File: config.mk
export PLATFORM = sky130hd
export DESIGN_NAME = alu_issue_ctrl_flat
export DESIGN_NICKNAME = d
export VERILOG_FILES = /design/src/rtl/alu_issue_ctrl_if.sv /design/src/rtl/alu_issue_ctrl.sv /design/src/flat_wrapper.sv
export SDC_FILE = /design/constraint.sdc
export NUM_CORES = 1
export LEC_CHECK = 0
export CAP_MARGIN = 30
export CORE_MARGIN = 2
export CORE_UTILIZATION = 52
export CTS_BUF_LIST = sky130_fd_sc_hd__clkbuf_4
export DETAILED_ROUTE_END_ITERATION = 12
export PLACE_DENSITY = 0.88
export SLEW_MARGIN = 20
export SYNTH_ARGS = -nofsm -noshare
export SYNTH_HDL_FRONTEND = slang
export SYNTH_SLANG_ARGS = --single-unit
File: constraint.sdc
create_clock -name soc_clk -period 4.28 [get_ports soc_clk]
set_clock_uncertainty 0.05 [all_clocks]
set_input_delay 0.856 -clock soc_clk [delete_from_list [all_inputs] [get_ports soc_clk]]
set_output_delay 0.856 -clock soc_clk [all_outputs]
set_load 0.01 [all_outputs]
File: src/rtl/alu_issue_ctrl_if.sv
// ----------------------------------------------------------------------------
// alu_issue_ctrl_if
// Bundles the three handshake groups around alu_issue_ctrl:
//   id_*   : decoded instruction from the IDU (valid/ready)
//   ALU_*  : operand/start to the ALU and result/flags back (dat_ready/ALU_ready)
//   wb_*   : writeback/branch packet to the consumer (valid/ready), plus
//            br_taken/br_target/ex_err
// Modports:
//   slave  : view of alu_issue_ctrl
//   master : view of the surrounding environment (IDU, ALU, consumer)
// Parameters:
//   XLEN   : datapath width
// ----------------------------------------------------------------------------
interface alu_issue_ctrl_if #(
    parameter int unsigned XLEN = 32
);
    // IDU side
    logic            id_valid;
    logic            id_ready;
    logic [4:0]      id_instr_code;
    logic [XLEN-1:0] id_rs1_val;
    logic [XLEN-1:0] id_rs2_val;
    logic [XLEN-1:0] id_imm;
    logic            id_use_imm;
    logic [4:0]      id_rd;
    logic [XLEN-1:0] id_pc;

    // ALU side
    logic [XLEN-1:0] ALU_dat1;
    logic [XLEN-1:0] ALU_dat2;
    logic [4:0]      Instruction_to_ALU;
    logic            ALU_optype;
    logic            dat_ready;
    logic [XLEN-1:0] ALU_out;
    logic            ALU_con_met;
    logic            ALU_overflow;
    logic            ALU_zero;
    logic            ALU_ready;

    // Writeback / branch side
    logic            wb_valid;
    logic            wb_ready;
    logic [XLEN-1:0] wb_data;
    logic [4:0]      wb_rd;
    logic            wb_we;
    logic            br_taken;
    logic [XLEN-1:0] br_target;
    logic            ex_err;

    modport slave (
        input  id_valid, id_instr_code, id_rs1_val, id_rs2_val, id_imm, id_use_imm,
               id_rd, id_pc,
        output id_ready,
        output ALU_dat1, ALU_dat2, Instruction_to_ALU, ALU_optype, dat_ready,
        input  ALU_out, ALU_con_met, ALU_overflow, ALU_zero, ALU_ready,
        output wb_valid, wb_data, wb_rd, wb_we, br_taken, br_target, ex_err,
        input  wb_ready
    );

    modport master (
        output id_valid, id_instr_code, id_rs1_val, id_rs2_val, id_imm, id_use_imm,
               id_rd, id_pc,
        input  id_ready,
        input  ALU_dat1, ALU_dat2, Instruction_to_ALU, ALU_optype, dat_ready,
        output ALU_out, ALU_con_met, ALU_overflow, ALU_zero, ALU_ready,
        input  wb_valid, wb_data, wb_rd, wb_we, br_taken, br_target, ex_err,
        output wb_ready
    );
endinterface

File: src/rtl/alu_issue_ctrl.sv
// ----------------------------------------------------------------------------
// alu_issue_ctrl
// Execute-stage sequencer between the IDU and the ALU. Takes one decoded
// instruction, presents the ALU operands for one setup cycle, raises
// dat_ready until the ALU answers (or a timeout expires), then holds a
// writeback/branch packet until the consumer accepts it.
//
// Ports:
//   soc_clk : clock
//   reset   : synchronous, active-high reset
//   io_bus  : alu_issue_ctrl_if.slave (id_*, ALU_*, wb_*/br_*/ex_err groups)
// Parameters:
//   XLEN           : datapath width
//   TIMEOUT_CYCLES : RUN cycles without ALU_ready before ex_err is flagged
// Configuration macro:
//   ALU_OVERFLOW_TRAP_EN : when defined, ALU_overflow on codes 6/7 turns the
//                          packet into an error (ex_err = 1, wb_we = 0);
//                          otherwise overflow is ignored (wrap semantics).
// ----------------------------------------------------------------------------
module alu_issue_ctrl #(
    parameter int unsigned XLEN           = 32,
    parameter int unsigned TIMEOUT_CYCLES = 15
) (
    input  logic            soc_clk,
    input  logic            reset,
    alu_issue_ctrl_if.slave io_bus
);

    localparam int unsigned CntW = (TIMEOUT_CYCLES > 1) ? $clog2(TIMEOUT_CYCLES) : 1;
    localparam logic [4:0]  CodeInvalid = 5'd16;
    localparam logic [4:0]  CodeLastBr  = 5'd5;

    typedef enum logic [1:0] {StIdle, StSetup, StRun, StResult} state_e;

    state_e          r_state;
    state_e          w_state_nxt;

    // Latched instruction
    logic [4:0]      r_code;
    logic [XLEN-1:0] r_rs1;
    logic [XLEN-1:0] r_rs2;
    logic [XLEN-1:0] r_imm;
    logic            r_use_imm;
    logic [4:0]      r_rd;
    logic [XLEN-1:0] r_pc;

    // Registered packet
    logic [XLEN-1:0] r_wb_data;
    logic            r_wb_we;
    logic            r_br_taken;
    logic [XLEN-1:0] r_br_target;
    logic            r_ex_err;

    logic [CntW-1:0] r_cnt;

    logic            w_is_branch;
    logic            w_is_slt;
    logic            w_timeout;
    logic [XLEN-1:0] w_cap_data;
    logic            w_cap_we;
    logic            w_cap_br;
    logic            w_cap_err;
    logic            w_unused_flags;

    assign w_is_branch = (r_code <= CodeLastBr);
    assign w_is_slt    = (r_code == 5'd9) || (r_code == 5'd10);
    // Last RUN cycle of the budget: counter started at 0 on entry to RUN.
    assign w_timeout   = (r_cnt == CntW'(TIMEOUT_CYCLES - 1));

    // ------------------------------------------------------------------------
    // FSM: state register
    // ------------------------------------------------------------------------
    always_ff @(posedge soc_clk) begin
        if (reset) begin
            r_state <= StIdle;
        end else begin
            r_state <= w_state_nxt;
        end
    end

    // ------------------------------------------------------------------------
    // FSM: next state
    // ------------------------------------------------------------------------
    always_comb begin
        w_state_nxt = r_state;
        case (r_state)
            StIdle: begin
                if (io_bus.id_valid) begin
                    // Code 16 never reaches the ALU.
                    w_state_nxt = (io_bus.id_instr_code == CodeInvalid) ? StResult : StSetup;
                end
            end
            StSetup: w_state_nxt = StRun;
            StRun: begin
                if (io_bus.ALU_ready || w_timeout) begin
                    w_state_nxt = StResult;
                end
            end
            StResult: begin
                if (io_bus.wb_ready) begin
                    w_state_nxt = StIdle;
                end
            end
            default: w_state_nxt = StIdle;
        endcase
    end

    // ------------------------------------------------------------------------
    // FSM: outputs. Everything outside its active state reads as 0.
    // ------------------------------------------------------------------------
    always_comb begin
        io_bus.id_ready           = 1'b0;
        io_bus.ALU_dat1           = '0;
        io_bus.ALU_dat2           = '0;
        io_bus.Instruction_to_ALU = '0;
        io_bus.ALU_optype         = 1'b0;
        io_bus.dat_ready          = 1'b0;
        io_bus.wb_valid           = 1'b0;
        io_bus.wb_data            = '0;
        io_bus.wb_rd              = '0;
        io_bus.wb_we              = 1'b0;
        io_bus.br_taken           = 1'b0;
        io_bus.br_target          = '0;
        io_bus.ex_err             = 1'b0;
        case (r_state)
            StIdle: io_bus.id_ready = 1'b1;
            StSetup, StRun: begin
                // Operands are already stable in SETUP, one cycle before dat_ready rises.
                io_bus.ALU_dat1           = r_rs1;
                io_bus.ALU_dat2           = (!w_is_branch && r_use_imm) ? r_imm : r_rs2;
                io_bus.Instruction_to_ALU = r_code;
                io_bus.ALU_optype         = (r_code > CodeLastBr);
                io_bus.dat_ready          = (r_state == StRun);
            end
            StResult: begin
                io_bus.wb_valid  = 1'b1;
                io_bus.wb_data   = r_wb_data;
                io_bus.wb_rd     = r_rd;
                io_bus.wb_we     = r_wb_we;
                io_bus.br_taken  = r_br_taken;
                io_bus.br_target = r_br_target;
                io_bus.ex_err    = r_ex_err;
            end
            default: ;
        endcase
    end

    // ------------------------------------------------------------------------
    // Packet formed from the ALU answer
    // ------------------------------------------------------------------------
    always_comb begin
        w_cap_data = io_bus.ALU_out;
        w_cap_we   = (r_rd != 5'd0);
        w_cap_br   = 1'b0;
        w_cap_err  = 1'b0;
        if (w_is_branch) begin
            w_cap_data = '0;
            w_cap_we   = 1'b0;
            w_cap_br   = io_bus.ALU_con_met;
        end else if (w_is_slt) begin
            w_cap_data = {{(XLEN-1){1'b0}}, io_bus.ALU_con_met};
        end
`ifdef ALU_OVERFLOW_TRAP_EN
        if (((r_code == 5'd6) || (r_code == 5'd7)) && io_bus.ALU_overflow) begin
            w_cap_err = 1'b1;
            w_cap_we  = 1'b0;
        end
`endif
    end

    // Zero flag is not needed; overflow only matters with the trap enabled.
    assign w_unused_flags = io_bus.ALU_zero ^ io_bus.ALU_overflow;

    // ------------------------------------------------------------------------
    // Datapath registers
    // ------------------------------------------------------------------------
    always_ff @(posedge soc_clk) begin
        if (reset) begin
            r_code      <= '0;
            r_rs1       <= '0;
            r_rs2       <= '0;
            r_imm       <= '0;
            r_use_imm   <= 1'b0;
            r_rd        <= '0;
            r_pc        <= '0;
            r_wb_data   <= '0;
            r_wb_we     <= 1'b0;
            r_br_taken  <= 1'b0;
            r_br_target <= '0;
            r_ex_err    <= 1'b0;
            r_cnt       <= '0;
        end else begin
            case (r_state)
                StIdle: begin
                    if (io_bus.id_valid) begin
                        r_code      <= io_bus.id_instr_code;
                        r_rs1       <= io_bus.id_rs1_val;
                        r_rs2       <= io_bus.id_rs2_val;
                        r_imm       <= io_bus.id_imm;
                        r_use_imm   <= io_bus.id_use_imm;
                        r_rd        <= io_bus.id_rd;
                        r_pc        <= io_bus.id_pc;
                        r_cnt       <= '0;
                        // Pre-clear the packet; code 16 goes out exactly like this.
                        r_wb_data   <= '0;
                        r_wb_we     <= 1'b0;
                        r_br_taken  <= 1'b0;
                        r_br_target <= '0;
                        r_ex_err    <= (io_bus.id_instr_code == CodeInvalid);
                    end
                end
                StRun: begin
                    // ALU_ready takes priority over a simultaneous timeout.
                    if (io_bus.ALU_ready) begin
                        r_wb_data   <= w_cap_data;
                        r_wb_we     <= w_cap_we;
                        r_br_taken  <= w_cap_br;
                        r_br_target <= w_is_branch ? (r_pc + r_imm) : '0;
                        r_ex_err    <= w_cap_err;
                    end else if (w_timeout) begin
                        r_wb_data   <= '0;
                        r_wb_we     <= 1'b0;
                        r_br_taken  <= 1'b0;
                        r_br_target <= '0;
                        r_ex_err    <= 1'b1;
                    end else begin
                        r_cnt <= r_cnt + CntW'(1);
                    end
                end
                StResult: begin
                    if (io_bus.wb_ready) begin
                        r_ex_err <= 1'b0;
                    end
                end
                default: ;
            endcase
        end
    end

endmodule
File: src/flat_wrapper.sv
// flat-port wrapper written by rule: the top's interface ports become plain ports
module alu_issue_ctrl_flat 
#(
    parameter int unsigned XLEN           = 32,
    parameter int unsigned TIMEOUT_CYCLES = 15
)
  (soc_clk, reset, io_bus_id_valid, io_bus_id_instr_code, io_bus_id_rs1_val, io_bus_id_rs2_val, io_bus_id_imm, io_bus_id_use_imm, io_bus_id_rd, io_bus_id_pc, io_bus_id_ready, io_bus_ALU_dat1, io_bus_ALU_dat2, io_bus_Instruction_to_ALU, io_bus_ALU_optype, io_bus_dat_ready, io_bus_ALU_out, io_bus_ALU_con_met, io_bus_ALU_overflow, io_bus_ALU_zero, io_bus_ALU_ready, io_bus_wb_valid, io_bus_wb_data, io_bus_wb_rd, io_bus_wb_we, io_bus_br_taken, io_bus_br_target, io_bus_ex_err, io_bus_wb_ready);
  alu_issue_ctrl_if #(.XLEN(XLEN)) io_bus_i ();
  input  logic soc_clk;
  input  logic reset;
  input wire logic [$bits(io_bus_i.id_valid)-1:0] io_bus_id_valid;
  input wire logic [$bits(io_bus_i.id_instr_code)-1:0] io_bus_id_instr_code;
  input wire logic [$bits(io_bus_i.id_rs1_val)-1:0] io_bus_id_rs1_val;
  input wire logic [$bits(io_bus_i.id_rs2_val)-1:0] io_bus_id_rs2_val;
  input wire logic [$bits(io_bus_i.id_imm)-1:0] io_bus_id_imm;
  input wire logic [$bits(io_bus_i.id_use_imm)-1:0] io_bus_id_use_imm;
  input wire logic [$bits(io_bus_i.id_rd)-1:0] io_bus_id_rd;
  input wire logic [$bits(io_bus_i.id_pc)-1:0] io_bus_id_pc;
  output wire logic [$bits(io_bus_i.id_ready)-1:0] io_bus_id_ready;
  output wire logic [$bits(io_bus_i.ALU_dat1)-1:0] io_bus_ALU_dat1;
  output wire logic [$bits(io_bus_i.ALU_dat2)-1:0] io_bus_ALU_dat2;
  output wire logic [$bits(io_bus_i.Instruction_to_ALU)-1:0] io_bus_Instruction_to_ALU;
  output wire logic [$bits(io_bus_i.ALU_optype)-1:0] io_bus_ALU_optype;
  output wire logic [$bits(io_bus_i.dat_ready)-1:0] io_bus_dat_ready;
  input wire logic [$bits(io_bus_i.ALU_out)-1:0] io_bus_ALU_out;
  input wire logic [$bits(io_bus_i.ALU_con_met)-1:0] io_bus_ALU_con_met;
  input wire logic [$bits(io_bus_i.ALU_overflow)-1:0] io_bus_ALU_overflow;
  input wire logic [$bits(io_bus_i.ALU_zero)-1:0] io_bus_ALU_zero;
  input wire logic [$bits(io_bus_i.ALU_ready)-1:0] io_bus_ALU_ready;
  output wire logic [$bits(io_bus_i.wb_valid)-1:0] io_bus_wb_valid;
  output wire logic [$bits(io_bus_i.wb_data)-1:0] io_bus_wb_data;
  output wire logic [$bits(io_bus_i.wb_rd)-1:0] io_bus_wb_rd;
  output wire logic [$bits(io_bus_i.wb_we)-1:0] io_bus_wb_we;
  output wire logic [$bits(io_bus_i.br_taken)-1:0] io_bus_br_taken;
  output wire logic [$bits(io_bus_i.br_target)-1:0] io_bus_br_target;
  output wire logic [$bits(io_bus_i.ex_err)-1:0] io_bus_ex_err;
  input wire logic [$bits(io_bus_i.wb_ready)-1:0] io_bus_wb_ready;
  assign io_bus_i.id_valid = io_bus_id_valid;
  assign io_bus_i.id_instr_code = io_bus_id_instr_code;
  assign io_bus_i.id_rs1_val = io_bus_id_rs1_val;
  assign io_bus_i.id_rs2_val = io_bus_id_rs2_val;
  assign io_bus_i.id_imm = io_bus_id_imm;
  assign io_bus_i.id_use_imm = io_bus_id_use_imm;
  assign io_bus_i.id_rd = io_bus_id_rd;
  assign io_bus_i.id_pc = io_bus_id_pc;
  assign io_bus_id_ready = io_bus_i.id_ready;
  assign io_bus_ALU_dat1 = io_bus_i.ALU_dat1;
  assign io_bus_ALU_dat2 = io_bus_i.ALU_dat2;
  assign io_bus_Instruction_to_ALU = io_bus_i.Instruction_to_ALU;
  assign io_bus_ALU_optype = io_bus_i.ALU_optype;
  assign io_bus_dat_ready = io_bus_i.dat_ready;
  assign io_bus_i.ALU_out = io_bus_ALU_out;
  assign io_bus_i.ALU_con_met = io_bus_ALU_con_met;
  assign io_bus_i.ALU_overflow = io_bus_ALU_overflow;
  assign io_bus_i.ALU_zero = io_bus_ALU_zero;
  assign io_bus_i.ALU_ready = io_bus_ALU_ready;
  assign io_bus_wb_valid = io_bus_i.wb_valid;
  assign io_bus_wb_data = io_bus_i.wb_data;
  assign io_bus_wb_rd = io_bus_i.wb_rd;
  assign io_bus_wb_we = io_bus_i.wb_we;
  assign io_bus_br_taken = io_bus_i.br_taken;
  assign io_bus_br_target = io_bus_i.br_target;
  assign io_bus_ex_err = io_bus_i.ex_err;
  assign io_bus_i.wb_ready = io_bus_wb_ready;
  alu_issue_ctrl #(.XLEN(XLEN), .TIMEOUT_CYCLES(TIMEOUT_CYCLES)) u_core (.soc_clk(soc_clk), .reset(reset), .io_bus(io_bus_i));
endmodule
Word-level counts from Yosys, hierarchy flattened
Cells that the tools add are included.
{"block": "classes", "n_addsub": 2, "magnitude_cmp": 2, "n_eq_ne": 13, "muxes": 45, "n_reduce_logical": 14}
{"cell": "$mux W32", "count": 12}
{"cell": "$pmux W32 S2", "count": 2}
{"cell": "$add A32 B32 Y32", "count": 1}
{"cell": "$mux W1", "count": 17}
{"cell": "$mux W4", "count": 3}
{"cell": "$eq A5 B4 Y1 const B", "count": 2}
{"cell": "$mux W5", "count": 2}
{"cell": "$mux W2", "count": 4}
{"cell": "$ne A2 B2 Y1 const B", "count": 4}
{"cell": "$pmux W2 S4", "count": 1}
{"cell": "$pmux W4 S2", "count": 1}
{"cell": "$reduce_and A4 Y1", "count": 2}
{"cell": "$reduce_and A3 Y1", "count": 2}
{"cell": "$eq A5 B5 Y1 const B", "count": 1}
{"cell": "$gt A5 B3 Y1 const B", "count": 1}
{"cell": "$le A5 B3 Y1 const B", "count": 1}
{"cell": "$reduce_bool A5 Y1", "count": 1}
{"cell": "$add A4 B1 Y4 const B", "count": 1}
{"cell": "$eq A2 B2 Y1 const B", "count": 2}
{"cell": "$eq A4 B4 Y1 const B", "count": 1}
{"cell": "$pmux W1 S2", "count": 2}
{"cell": "$ne A3 B2 Y1 const B", "count": 1}
{"cell": "$pmux W1 S3", "count": 1}
{"cell": "$reduce_bool A3 Y1", "count": 1}
{"cell": "9 further kinds", "count": 10}
{"block": "totals", "ff_bits": 212, "in_bits": 179, "wordCells": 90}

Depth between registers and ports, before layout
Gate-level depths: netlist (run 1).
{"block": "depth", "ltp_word": 6, "ltp_mapped": 10, "depth_no_buf": 10}

Worst setup path before layout (run 1)
Ideal clock, no wire load.
{"block": "synth_timing", "path_type": "register to register", "startpoint": "register u_core.r_imm[0]", "endpoint": "register u_core.r_br_target[26]", "setup_ns": 0.127, "t_arrival_ns": 2.347, "required_ns": 4.103, "slack_ns": 1.756, "stages_incl_launch_ff": 11, "n_path_buf": 0, "period_less_slack_ns": 2.524, "cell_sequence": "dfxtp_1 -> ha_1 -> inv_1 -> fa_1 -> nor2b_2 -> o2111ai_2 -> a31oi_4 -> o21ai_1 -> o2bb2ai_1 -> and3_1 -> or3_1"}
{"block": "synth_via", "elab_chain_len": 4}
{"element": "start, declared", "line_no": "alu_issue_ctrl.sv:42", "rtl": "logic [XLEN-1:0] r_imm;"}
{"element": "start signal, assigned", "line_no": "alu_issue_ctrl.sv:199", "rtl": "r_imm <= io_bus.id_imm;"}
{"element": "$add A32 B32 Y32", "line_no": "alu_issue_ctrl.sv:218", "rtl": "r_br_target <= w_is_branch ? (r_pc + r_imm) : '0;"}
{"element": "$mux W32", "line_no": "alu_issue_ctrl.sv:218"}
{"element": "$mux W32", "line_no": "alu_issue_ctrl.sv:214", "rtl": "if (io_bus.ALU_ready) begin"}
{"element": "$pmux W32 S2", "line_no": "alu_issue_ctrl.sv:193", "rtl": "case (r_state)"}
{"element": "end signal, assigned", "line_no": "alu_issue_ctrl.sv:218"}
{"element": "end, declared", "line_no": "alu_issue_ctrl.sv:51", "rtl": "logic [XLEN-1:0] r_br_target;"}
Every way passes these cells.
A chain may end at the register's enable or synchronous reset.

Worst setup path after layout (run 1)
{"block": "layout_timing", "startpoint": "register u_core.r_code[2]", "endpoint": "output io_bus_ALU_dat2[18]"}
{"block": "layout_via", "elab_chain_len": 5}
{"element": "start, declared", "line_no": "alu_issue_ctrl.sv:39", "rtl": "logic [4:0] r_code;"}
{"element": "start signal, assigned", "line_no": "alu_issue_ctrl.sv:196", "rtl": "r_code <= io_bus.id_instr_code;"}
{"element": "$le A5 B3 Y1", "line_no": "alu_issue_ctrl.sv:65", "rtl": "assign w_is_branch = (r_code <= CodeLastBr);"}
{"element": "$logic_not A1 Y1", "line_no": "alu_issue_ctrl.sv:130", "rtl": "io_bus.ALU_dat2 = (!w_is_branch && r_use_imm) ? r_imm : r_rs2;"}
{"element": "$logic_and A1 B1 Y1", "line_no": "alu_issue_ctrl.sv:130"}
{"element": "$mux W32", "line_no": "alu_issue_ctrl.sv:130"}
{"element": "$mux W32", "line_no": "alu_issue_ctrl.sv:125", "rtl": "case (r_state)"}
{"element": "end, declared", "line_no": "flat_wrapper.sv:21", "rtl": "output wire logic [$bits(io_bus_i.ALU_dat2)-1:0] io_bus_ALU_dat2;"}
Every way passes these cells.

==> flow_metrics.tcl, run 1 <==
set metrics [dict create \
    r2r_start "u_core.r_imm[0]$_SDFFE_PP0P_" \
    synth_mux_area_share_pct 0.193 \
    cts-root-buf "clkbuf_4" \
    slowest_delay_ns 0.56 \
    synth_cells 1376 \
    met1_usage_pct 38.6 \
    worst_pin_slew_ns 0.729 \
    cts.sinks 212 \
    dpl.hpwl_um 23700 \
    cp.arrival_ns 3.11 \
    reg2reg_slack_ns 1.31 \
    cts-resized-gates 0 \
    switchingPower_mw 1.89 \
    placed_cells 1886 \
    stdcell_count 1992 \
    drive_gt1_share_pct 8.00 \
    cts_buffers 57 \
    cp.required_ns 3.37 \
    sequentialPowerShare_pct 40.4 \
    grt.busiest_layer "met2" \
    synth_xor_xnor_area_share_pct 2.03 \
    grt_pass1_wl_um 53300 \
    whs_path_depth 2 \
    cp-end-kind "output port" \
    row_count 51 \
    synth-simple-area-share_pct 27.5 \
    clk_path_buf_depth 3 \
    yosys.area_share.adder_pct 4.66 \
    cts_tree "yes" \
    switching_share_pct 33.3 \
    path_cells "a211o_1 -> nand2_1 -> buf_4 -> nand2_1 -> a21oi_1 -> clkdlybuf4s50_1" \
    fmax_ghz 0.249 \
    p_leak_nw 5.56 \
    syn2layout_area_growth_pct 40.2 \
    place.gp.congestion 0.900 \
    antenna_found_initial 3 \
    worst_path_most_repeated_cell "nand2_1" \
    rr_worst_depth 10 \
    yosysWarningCount 0 \
    cts_setup_buffers 0 \
    insertion_delay_ns 0.67 \
    yosys.area.top_type "dfxtp_1" \
    combPwrFrac_pct 27.4 \
    holdCritPathClass "reg2reg" \
    first_global_vias 10500 \
    hp-start "u_core.r_br_target[9]$_SDFFE_PP0P_" \
    status "complete, no violations" \
    nNetsFinal 1898 \
    synth_area_leaders "dfxtp_1 (41%), nand2_1 (14%), a21oi_1 (10%)" \
    ctsHoldBuffers 0 \
    rsz0062_at_grt "no" \
    p_int_mw 3.78 \
    ys_seq_area_share_pct 41.0 \
    start_util_pct 53.1 \
    setup_viol 0 \
    remaining_drc_errors 0 \
    synth_cell_type_count 61 \
    synthArstFlopShare_pct 0 \
    drt.antenna.violating_nets 0 \
    detail_route.iter0.violations 755 \
    cap_violations 0 \
    r2r-end "u_core.r_br_target[26]$_SDFFE_PP0P_" \
    grt_usage_pct 30.5 \
    post-route-period-util_pct 93.8 \
    slew_violations 0 \
    vias 10900 \
    die_h_um 145 \
    firstDrtPassIters 5 \
    synth_top_family_by_area "simple AND/OR/NAND/NOR gates" \
    drt_wl_total_um 33200 \
    h-tree-depth 2 \
    grtUsageMet3_pct 7.89 \
    crit_path_top_delay_cell "clkdlybuf4s50_1" \
    io_pins 324 \
    dieArea_um2 21100 \
    maxSlewHeadroom_pct 51.4 \
    p_clk_share_pct 32.2 \
    core_area_um2 19500 \
    portBuffers 321 \
    synth_compound_area_share_pct 20.6 \
    hold_violations 0 \
    irDropWorstVdd_uv 250 \
    power.density_nw_per_um2 390 \
    met2_usage_pct 49.9 \
    syn_avg_cell_area_um2 7.53 \
    grt_start_max_net_pins 95 \
    hold_end "u_core.r_br_target[9]$_SDFFE_PP0P_" \
    wl_per_cell_um 16.7 \
    via_per_inst 5.47 \
    syn_area_um2 10400 \
    globalRouteOverflowTotal 0 \
    synth_top_area_share_pct 41.0 \
    crit_fanout 18 \
    die_x_um 145 \
    synth_edf_count 0 \
    min_period_ns 4.01 \
    synthFlopType "dfxtp_1" \
    critPathKind "reg2out" \
    fin_setup_tns_ns 0 \
    crit_path_start_kind "flip-flop" \
    ys_ff_latch 212 \
    clkSlewWorstSetupHoldPaths_ns 0.06 \
    synth_fp_nets 1593 \
]
[through the flow]
step	hold WS (ns)	cell area (µm²)	total power [mW]	util [%]	setup slack [ns]
after floorplan	0.367	10400	3.20	-	1.76
final	0.393	14500	5.67	74.4	0.267
after global routing	0.408	14500	5.97	74.4	0.0778
after CTS	0.396	14500	5.67	74.2	0.222
after global placement	0.378	13700	3.78	70.1	0.987
after detailed placement	0.385	13800	3.84	70.4	0.967
[logic make-up after synthesis]
group,Yosys count
buffers and inverters,110
xor gates and xnor gates,24
muxes,2
AOI/OAI and AO/OA,352
adders and majority gates,38
DFF,212
and+or+nand+nor,638
[power by group through the flow]
| stage | combinational [mW] | clock [mW] | sequential [mW] |
|---|---|---|---|
| final | 1.56 | 1.83 | 2.29 |
| after global routing | 1.70 | 1.97 | 2.30 |
| after CTS | 1.53 | 1.86 | 2.28 |
| after detailed placement | 1.52 | 0 | 2.32 |
| after global placement | 1.46 | 0 | 2.32 |
| after floorplan | 0.934 | 0 | 2.27 |
[critical path, delay by kind of cell, from the launching register on]
| kind | cells | cell delay, ns |
|---|---|---|
| AOI/OAI and AO/OA | 2 | 0.61 |
| buffers and inverters | 2 | 0.88 |
| DFF | 1 | 0.33 |
| and+or+nand+nor | 2 | 0.61 |
[metal layers]
metal	wire, µm	vias up
met5	0	-
met3	2720	81
met4	1140	0
li1	-	5273
met1	14000	5109
met2	15400	436
[worst max path at each step]
stage / depth (start not counted) / from / end / slack, ns
CTS: 6 / u_core.r_code[2]$_SDFFE_PP0P_ / io_bus_ALU_dat2[18] / 0.22
finish: 6 / u_core.r_code[2]$_SDFFE_PP0P_ / io_bus_ALU_dat2[18] / 0.27
detailed placement: 6 / u_core.r_code[2]$_SDFFE_PP0P_ / io_bus_ALU_dat2[18] / 0.97
floorplan: 10 / u_core.r_imm[0]$_SDFFE_PP0P_ / u_core.r_br_target[26]$_SDFFE_PP0P_ / 1.76
global placement: 6 / u_core.r_code[2]$_SDFFE_PP0P_ / io_bus_ALU_dat2[18] / 0.99
global route: 6 / u_core.r_code[2]$_SDFFE_PP0P_ / io_bus_ALU_dat2[24] / 0.08
[synthesized netlist by cell type (4+ instances only)]
master      n
nand2b_1    9
ha_1       37
nand4_1     8
a21o_1     11
nor3_1     11
nor2_1     73
clkbuf_1   82
dfxtp_1   212
and2_1    115
o21ai_1    10
nand3_1    11
a21oi_1   207
inv_1      17
o21ai_0    27
nand2_1   383
or3_1       5
xnor2_1    18
buf_1       7
a22oi_1    44
o21a_1      7
nor2b_1     6
xor2_1      6
a31oi_1     5
and3_1      4
o21bai_1    6
[cell type report]
class	instances	area (µm²)
clock buffer	95	713
inverter	17	63.8
multi-input combinational	1054	5720
tap	265	332
fill	1499	4990
sequential	212	4240
clock inverter	7	32.5
timing repair buffer	339	3420
antenna	3	7.51
[placed cells by master, fill, tap and decap left out, types with 14 or more instances in the layout]
cell / instances
a22oi_1: 44
buf_4: 14
nor2_1: 73
and2_1: 114
inv_1: 17
ha_1: 36
clkbuf_4: 95
o21ai_0: 27
nand2_1: 382
a21oi_1: 207
clkdlybuf4s50_1: 320
xnor2_1: 18
dfxtp_1: 212
[sequential cells by signal, indices dropped and copies added, names as in the netlist]
name                count
u_core.r_br_target     32
u_core.r_imm           32
u_core.r_pc            32
u_core.r_rs1           32
u_core.r_rs2           32
u_core.r_wb_data       32
u_core.r_code           5
u_core.r_rd             5
u_core.r_cnt            4
u_core.r_state          2
u_core.r_br_taken       1
u_core.r_ex_err         1
u_core.r_use_imm        1
u_core.r_wb_we          1
Power figures use the tool's default switching activity.
==> inputs of run 2 (changes only) <==
ABC_AREA = 1   (was not set)
CORE_MARGIN = 10   (was 2)
CORE_UTILIZATION = 54   (was 52)
PLACE_DENSITY = 0.89   (was 0.88)
==> flow_metrics.tcl, run 2 <==
set metrics [dict create \
    cts_setup_buffers 0 \
    insertion_delay_ns 0.69 \
    synthTopCellsByCount "nand2_1 (431), nor2_1 (378), inv_1 (247)" \
    wl_per_cell_um 15.2 \
    power.density_nw_per_um2 523 \
    irDropWorstVdd_uv 494 \
    holdCritPathClass "reg2reg" \
    placed_cells 2336 \
    dpl.hpwl_um 27500 \
    cts-root-buf "clkbuf_4" \
    synth_fp_nets 2032 \
    hold_violations 0 \
    synth_cells 1815 \
    cts-resized-gates 0 \
    portBuffers 321 \
    crit_end "io_bus_ALU_dat2[10]" \
    grt_start_max_net_pins 126 \
    synth_cell_type_count 34 \
    slowest_delay_ns 0.58 \
    power_mw 8.06 \
    fin_setup_tns_ns 0 \
    cp-end-kind "output port" \
    core_area_um2 20900 \
    synth_area_leaders "dfxtp_1 (37%), nand2_1 (14%), nor2_1 (12%)" \
    stdcell_count 2433 \
    post-route-period-util_pct 91.4 \
    rsz0062_at_grt "no" \
    synth_top_area_share_pct 37.3 \
    setup_viol 0 \
    globalRouteOverflowTotal 0 \
    die_x_um 165 \
    place.gp.congestion 0.959 \
    syn_avg_cell_area_um2 6.27 \
    crit_path_top_delay_cell "clkdlybuf4s50_1" \
    rr_worst_depth 13 \
    cts.sinks 212 \
    status "complete, no violations" \
    syn2layout_area_growth_pct 35.2 \
    ys_seq_area_share_pct 37.3 \
    antenna_found_initial 1 \
    row_count 53 \
    synth_edf_count 0 \
    io_pins 324 \
    yosysWarningCount 0 \
    synth_most_common_cell "nand2_1" \
    final_common_cell "nand2_1" \
    mostFrequentLayoutCells "nand2_1 (430), nor2_1 (378), clkdlybuf4s50_1 (320), inv_1 (246), dfxtp_1 (212)" \
    multi_input_area_um2 5800 \
    syn_area_um2 11400 \
    min_period_ns 3.91 \
    detail_route.iter0.violations 1011 \
    cts_tree "yes" \
    r2r-end "u_core.r_br_target[20]$_SDFFE_PP0P_" \
    firstDrtPassIters 6 \
    place_worst_setup_slack_ns 1.05 \
    clk_path_buf_depth 3 \
    path_cells "inv_1 -> o21ai_2 -> nand2_1 -> inv_1 -> buf_4 -> nor2_1 -> nor2_1 -> clkdlybuf4s50_1" \
    slew_violations 0 \
    clkSlewWorstSetupHoldPaths_ns 0.06 \
    first_global_vias 11400 \
    remaining_drc_errors 0 \
    p_leak_nw 7.38 \
    worst_pin_slew_ns 0.841 \
    drt_wl_total_um 37100 \
    ys_ff_latch 212 \
    drt.antenna.violating_nets 0 \
    cp.required_ns 3.37 \
    ff_latch_area_um2 4240 \
    cp_top_family "buffers and inverters" \
    cap_violations 0 \
    r2r_start "u_core.r_imm[0]$_SDFFE_PP0P_" \
    via_per_inst 5.12 \
    cts_buffers 54 \
    reg2reg_slack_ns 1.90 \
    die_h_um 165 \
    path_depth 8 \
    timing.hold.ws_ns 0.415 \
    start_util_pct 54.5 \
    h-tree-depth 2 \
    dieArea_um2 27300 \
    fmax_ghz 0.256 \
    synthFlopType "dfxtp_1" \
    fillers 1707 \
    yosys.area.top_type "dfxtp_1" \
    ctsHoldBuffers 0 \
    drive_gt1_share_pct 6.82 \
    grt_usage_pct 25.5 \
    critPathKind "reg2out" \
    vias 12500 \
    crit_start "u_core.r_code[1]$_SDFFE_PP0P_" \
    maxSlewHeadroom_pct 44.0 \
    nNetsFinal 2335 \
    grt_pass1_wl_um 56900 \
    path_buf_inv 4 \
    fin_ws_ns 0.367 \
    crit_fanout 24 \
    synthArstFlopShare_pct 0 \
    crit_path_start_kind "flip-flop" \
    cp.arrival_ns 3.01 \
]
-- run 2: changes by cell type in the layout (fill, tap and decap cells not counted), moves of 18 or more --
cell     previous run  this run
a21oi_1           207        99
and2_1            114         0
a22oi_1            44         0
nor2_1             73       378
nand3_1            11        71
o21ai_0            27       178
xnor2_1            18         0
inv_1              17       246
nand2_1           382       430
nand3_2             0        20
-- run 2: final cells by class --
type	count	area share (%)
Multi-Input combinational cell	1262	37.7
Sequential cell	212	27.6
Timing Repair Buffer	338	22.0
Inverter	250	6.12
Clock buffer	81	3.95
Tap cell	275	2.24
Clock inverter	12	0.333
Antenna cell	3	0.0488
-- run 2: worst min-delay path by stage --
stage / start / end / slack, ns / depth (start not counted)
after detailed placement: u_core.r_wb_data[19]$_SDFFE_PP0P_ / u_core.r_wb_data[19]$_SDFFE_PP0P_ / 0.41 / 2
after CTS: u_core.r_wb_data[19]$_SDFFE_PP0P_ / u_core.r_wb_data[19]$_SDFFE_PP0P_ / 0.42 / 2
final: u_core.r_wb_data[3]$_SDFFE_PP0P_ / u_core.r_wb_data[3]$_SDFFE_PP0P_ / 0.41 / 2
after global routing: u_core.r_wb_data[4]$_SDFFE_PP0P_ / u_core.r_wb_data[4]$_SDFFE_PP0P_ / 0.43 / 2
after floorplan: u_core.r_wb_data[19]$_SDFFE_PP0P_ / u_core.r_wb_data[19]$_SDFFE_PP0P_ / 0.39 / 2
after global placement: u_core.r_wb_data[29]$_SDFFE_PP0P_ / u_core.r_wb_data[29]$_SDFFE_PP0P_ / 0.40 / 2
-- run 2: cells by family after synthesis --
family	after synthesis	synth area share, %
AND/OR/NAND/NOR	933	33.5
buffers and inverters	341	11.8
AO/OA/AOI/OAI	288	12.9
flip-flops	212	37.3
adder cells (fa/ha/maj)	38	4.24
XOR/XNOR	3	0.231
-- run 2: routing by layer --
metal	vias to the layer above	routed length [µm]	GRT usage, %
li1	6238	-	-
met1	5654	15100	30.8
met2	481	17200	41.0
met3	78	3560	8.60
met4	0	1160	10.3
met5	-	0	0
-- run 2: stage by stage --
step                      area, µm²  utilization, %
after floorplan               11400               -
after global placement        14700            70.2
after detailed placement      14700            70.4
after CTS                     15400            73.5
after global routing          15400            73.7
final                         15400            73.7
-- run 2: report_power, final --
part           switching (mW)  leakage [nW]  internal (mW)
registers               0.295          1.74           2.39
logic                    2.26          5.24           1.41
clock network           0.836         0.402          0.860
-- run 2: worst register-to-register path: stages (launching register included) --
cell and delay [ns]:
dfxtp_1 0.42, ha_1 0.24, inv_1 0.08, fa_1 0.42
inv_1 0.14, nand3_1 0.09, nand3_1 0.14, nand3_1 0.09
nand3_1 0.17, nand2_1 0.10, nand2_1 0.07, nand2_1 0.05
nand3_1 0.08, a21oi_1 0.07
==> inputs of run 3 (changes only) <==
--- a/constraint.sdc
+++ b/constraint.sdc
@@ -3,3 +3,3 @@
 set_input_delay 0.856 -clock soc_clk [delete_from_list [all_inputs] [get_ports soc_clk]]
 set_output_delay 0.856 -clock soc_clk [all_outputs]
-set_load 0.01 [all_outputs]
+set_load 0.05 [all_outputs]
==> flow_metrics.tcl, run 3 (synthesized netlist as in run 2, its figures left out) <==
set metrics [dict create \
    status "complete, no violations" \
    ff_latch_area_um2 4240 \
    design_area_um2 15300 \
    placed_cells 2334 \
    slew_violations 0 \
    cp-end-kind "output port" \
    cts.sinks 212 \
    clkSlewWorstSetupHoldPaths_ns 0.06 \
    holdCritPathClass "reg2reg" \
    met2_usage_pct 41.8 \
    grt.busiest_layer "met2" \
    placed_cell_area_um2 14600 \
    wl_per_cell_um 15.3 \
    antenna_found_initial 3 \
    slowest_delay_ns 0.66 \
    drt.antenna.violating_nets 0 \
    mostFrequentLayoutCells "nand2_1 (430), nor2_1 (378), clkdlybuf4s50_1 (288), inv_1 (246), dfxtp_1 (212)" \
    multi_input_area_um2 5810 \
    cap_violations 0 \
    critPathKind "reg2out" \
    fmax_ghz 0.247 \
    start_util_pct 54.5 \
    grtUsageMet3_pct 7.96 \
    globalRouteOverflowTotal 0 \
    min_period_ns 4.05 \
    row_count 53 \
    crit_fanout 32 \
    cts-root-buf "clkbuf_4" \
    grt_start_max_net_pins 127 \
    nNetsFinal 2333 \
    crit_path_start_kind "flip-flop" \
    drt_wl_total_um 37100 \
    rsz0062_at_grt "no" \
    crit_path_top_delay_cell "inv_1" \
    remaining_drc_errors 0 \
    cp.required_ns 3.37 \
    fillers 1679 \
    portBuffers 321 \
    drive_gt1_share_pct 7.96 \
    insertion_delay_ns 0.68 \
    h-tree-depth 2 \
    final_common_cell "nand2_1" \
    grt_usage_pct 25.6 \
    dpl.hpwl_um 27600 \
    stdcell_count 2428 \
    io_pins 324 \
    worst_pin_slew_ns 0.860 \
    core_area_um2 20900 \
    timing.hold.ws_ns 0.415 \
    syn2layout_area_growth_pct 34.4 \
    irDropWorstVdd_uv 532 \
    die_h_um 165 \
    clk_path_buf_depth 3 \
    post-route-period-util_pct 94.6 \
    met1_usage_pct 30.9 \
    first_global_vias 11700 \
    path_cells "inv_1 -> o21ai_2 -> nand2_1 -> buf_4 -> inv_1 -> buf_4 -> nor2_1 -> nor2_1 -> buf_4" \
    via_per_inst 5.12 \
    hold_violations 0 \
    maxSlewHeadroom_pct 42.6 \
    dieArea_um2 27300 \
    worst_path_most_repeated_cell "buf_4" \
    cts_tree "yes" \
    detail_route.iter0.violations 1123 \
    cp.arrival_ns 3.14 \
    ctsHoldBuffers 0 \
    grt_pass1_wl_um 57300 \
    die_x_um 165 \
    setup_viol 0 \
    place.gp.congestion 0.930 \
    power.density_nw_per_um2 565 \
    vias 12400 \
    firstDrtPassIters 5 \
    cts_buffers 54 \
    p_leak_nw 7.41 \
    fin_setup_tns_ns 0 \
]
==> run 3: cell count changes in the layout (fill, tap and decap cells not counted) <==
cell	change
clkinv_2	+1
buf_12	+3
ha_2	-1
clkinv_4	+1
inv_2	-2
ha_4	+1
clkinv_1	+2
buf_4	+28
clkdlybuf4s50_1	-32
clkbuf_4	-5
inv_6	-1
diode_2	+1
buf_16	-1
==> run 3: critical path: cells and delay by family (launching register included) <==
family	cells	cell delay [ns]
AOI/OAI and AO/OA	1	0.29
and+or+nand+nor	3	0.29
DFF	1	0.36
buffers and inverters	5	1.49
==> run 3: path summary, 6_finish.rpt <==
| check | cells after the start | from | to | slack [ns] |
|---|---|---|---|---|
| worst min register to register | 2 | u_core.r_br_target[23]$_SDFFE_PP0P_ | u_core.r_br_target[23]$_SDFFE_PP0P_ | 0.41 |
| worst min-delay path | 2 | u_core.r_br_target[23]$_SDFFE_PP0P_ | u_core.r_br_target[23]$_SDFFE_PP0P_ | 0.41 |
| worst max-delay path | 9 | u_core.r_code[1]$_SDFFE_PP0P_ | io_bus_ALU_dat2[21] | 0.23 |
| worst max register to register | 11 | u_core.r_state[0]$_SDFFE_PP0P_ | u_core.r_br_target[15]$_SDFFE_PP0P_ | 1.55 |
==> run 3: final cells by class <==
class | instances | area share [%]
repair buffers | 336 | 21.6
multi-input cells | 1262 | 38.0
clock buffers | 76 | 3.73
flip-flops and latches | 212 | 27.8
inverters | 250 | 6.16
diodes | 4 | 0.0655
clock inverters | 13 | 0.368
well taps | 275 | 2.25
==> run 3: report_power, final <==
part	total (mW)	internal, mW	switching, mW	leakage, nW
combinational	4.33	1.38	2.95	5.29
clock	1.62	0.810	0.811	0.377
sequential	2.69	2.39	0.293	1.74
total	8.64	4.58	4.06	7.41
==> run 3: stage by stage <==
stage	worst slack [ns]	total power, mW	utilization (%)
after CTS	0.138	8.60	73.0
after global routing	0.0646	9.23	73.2
after global placement	0.910	6.86	70.0
after detailed placement	0.880	6.96	70.0
after floorplan	1.38	5.64	-
final	0.230	8.64	73.2
==> run 3: timing repair <==
item                                    CTS  global route
buffers inserted                          0             0
resized for setup                         0             1
endpoints found under the setup margin    0            31
==> run 3: metal layers <==
layer | wire [µm] | vias to the layer above
li1 | - | 6241
met1 | 15300 | 5664
met2 | 17300 | 454
met3 | 3410 | 73
met4 | 1050 | 0
met5 | 0 | -
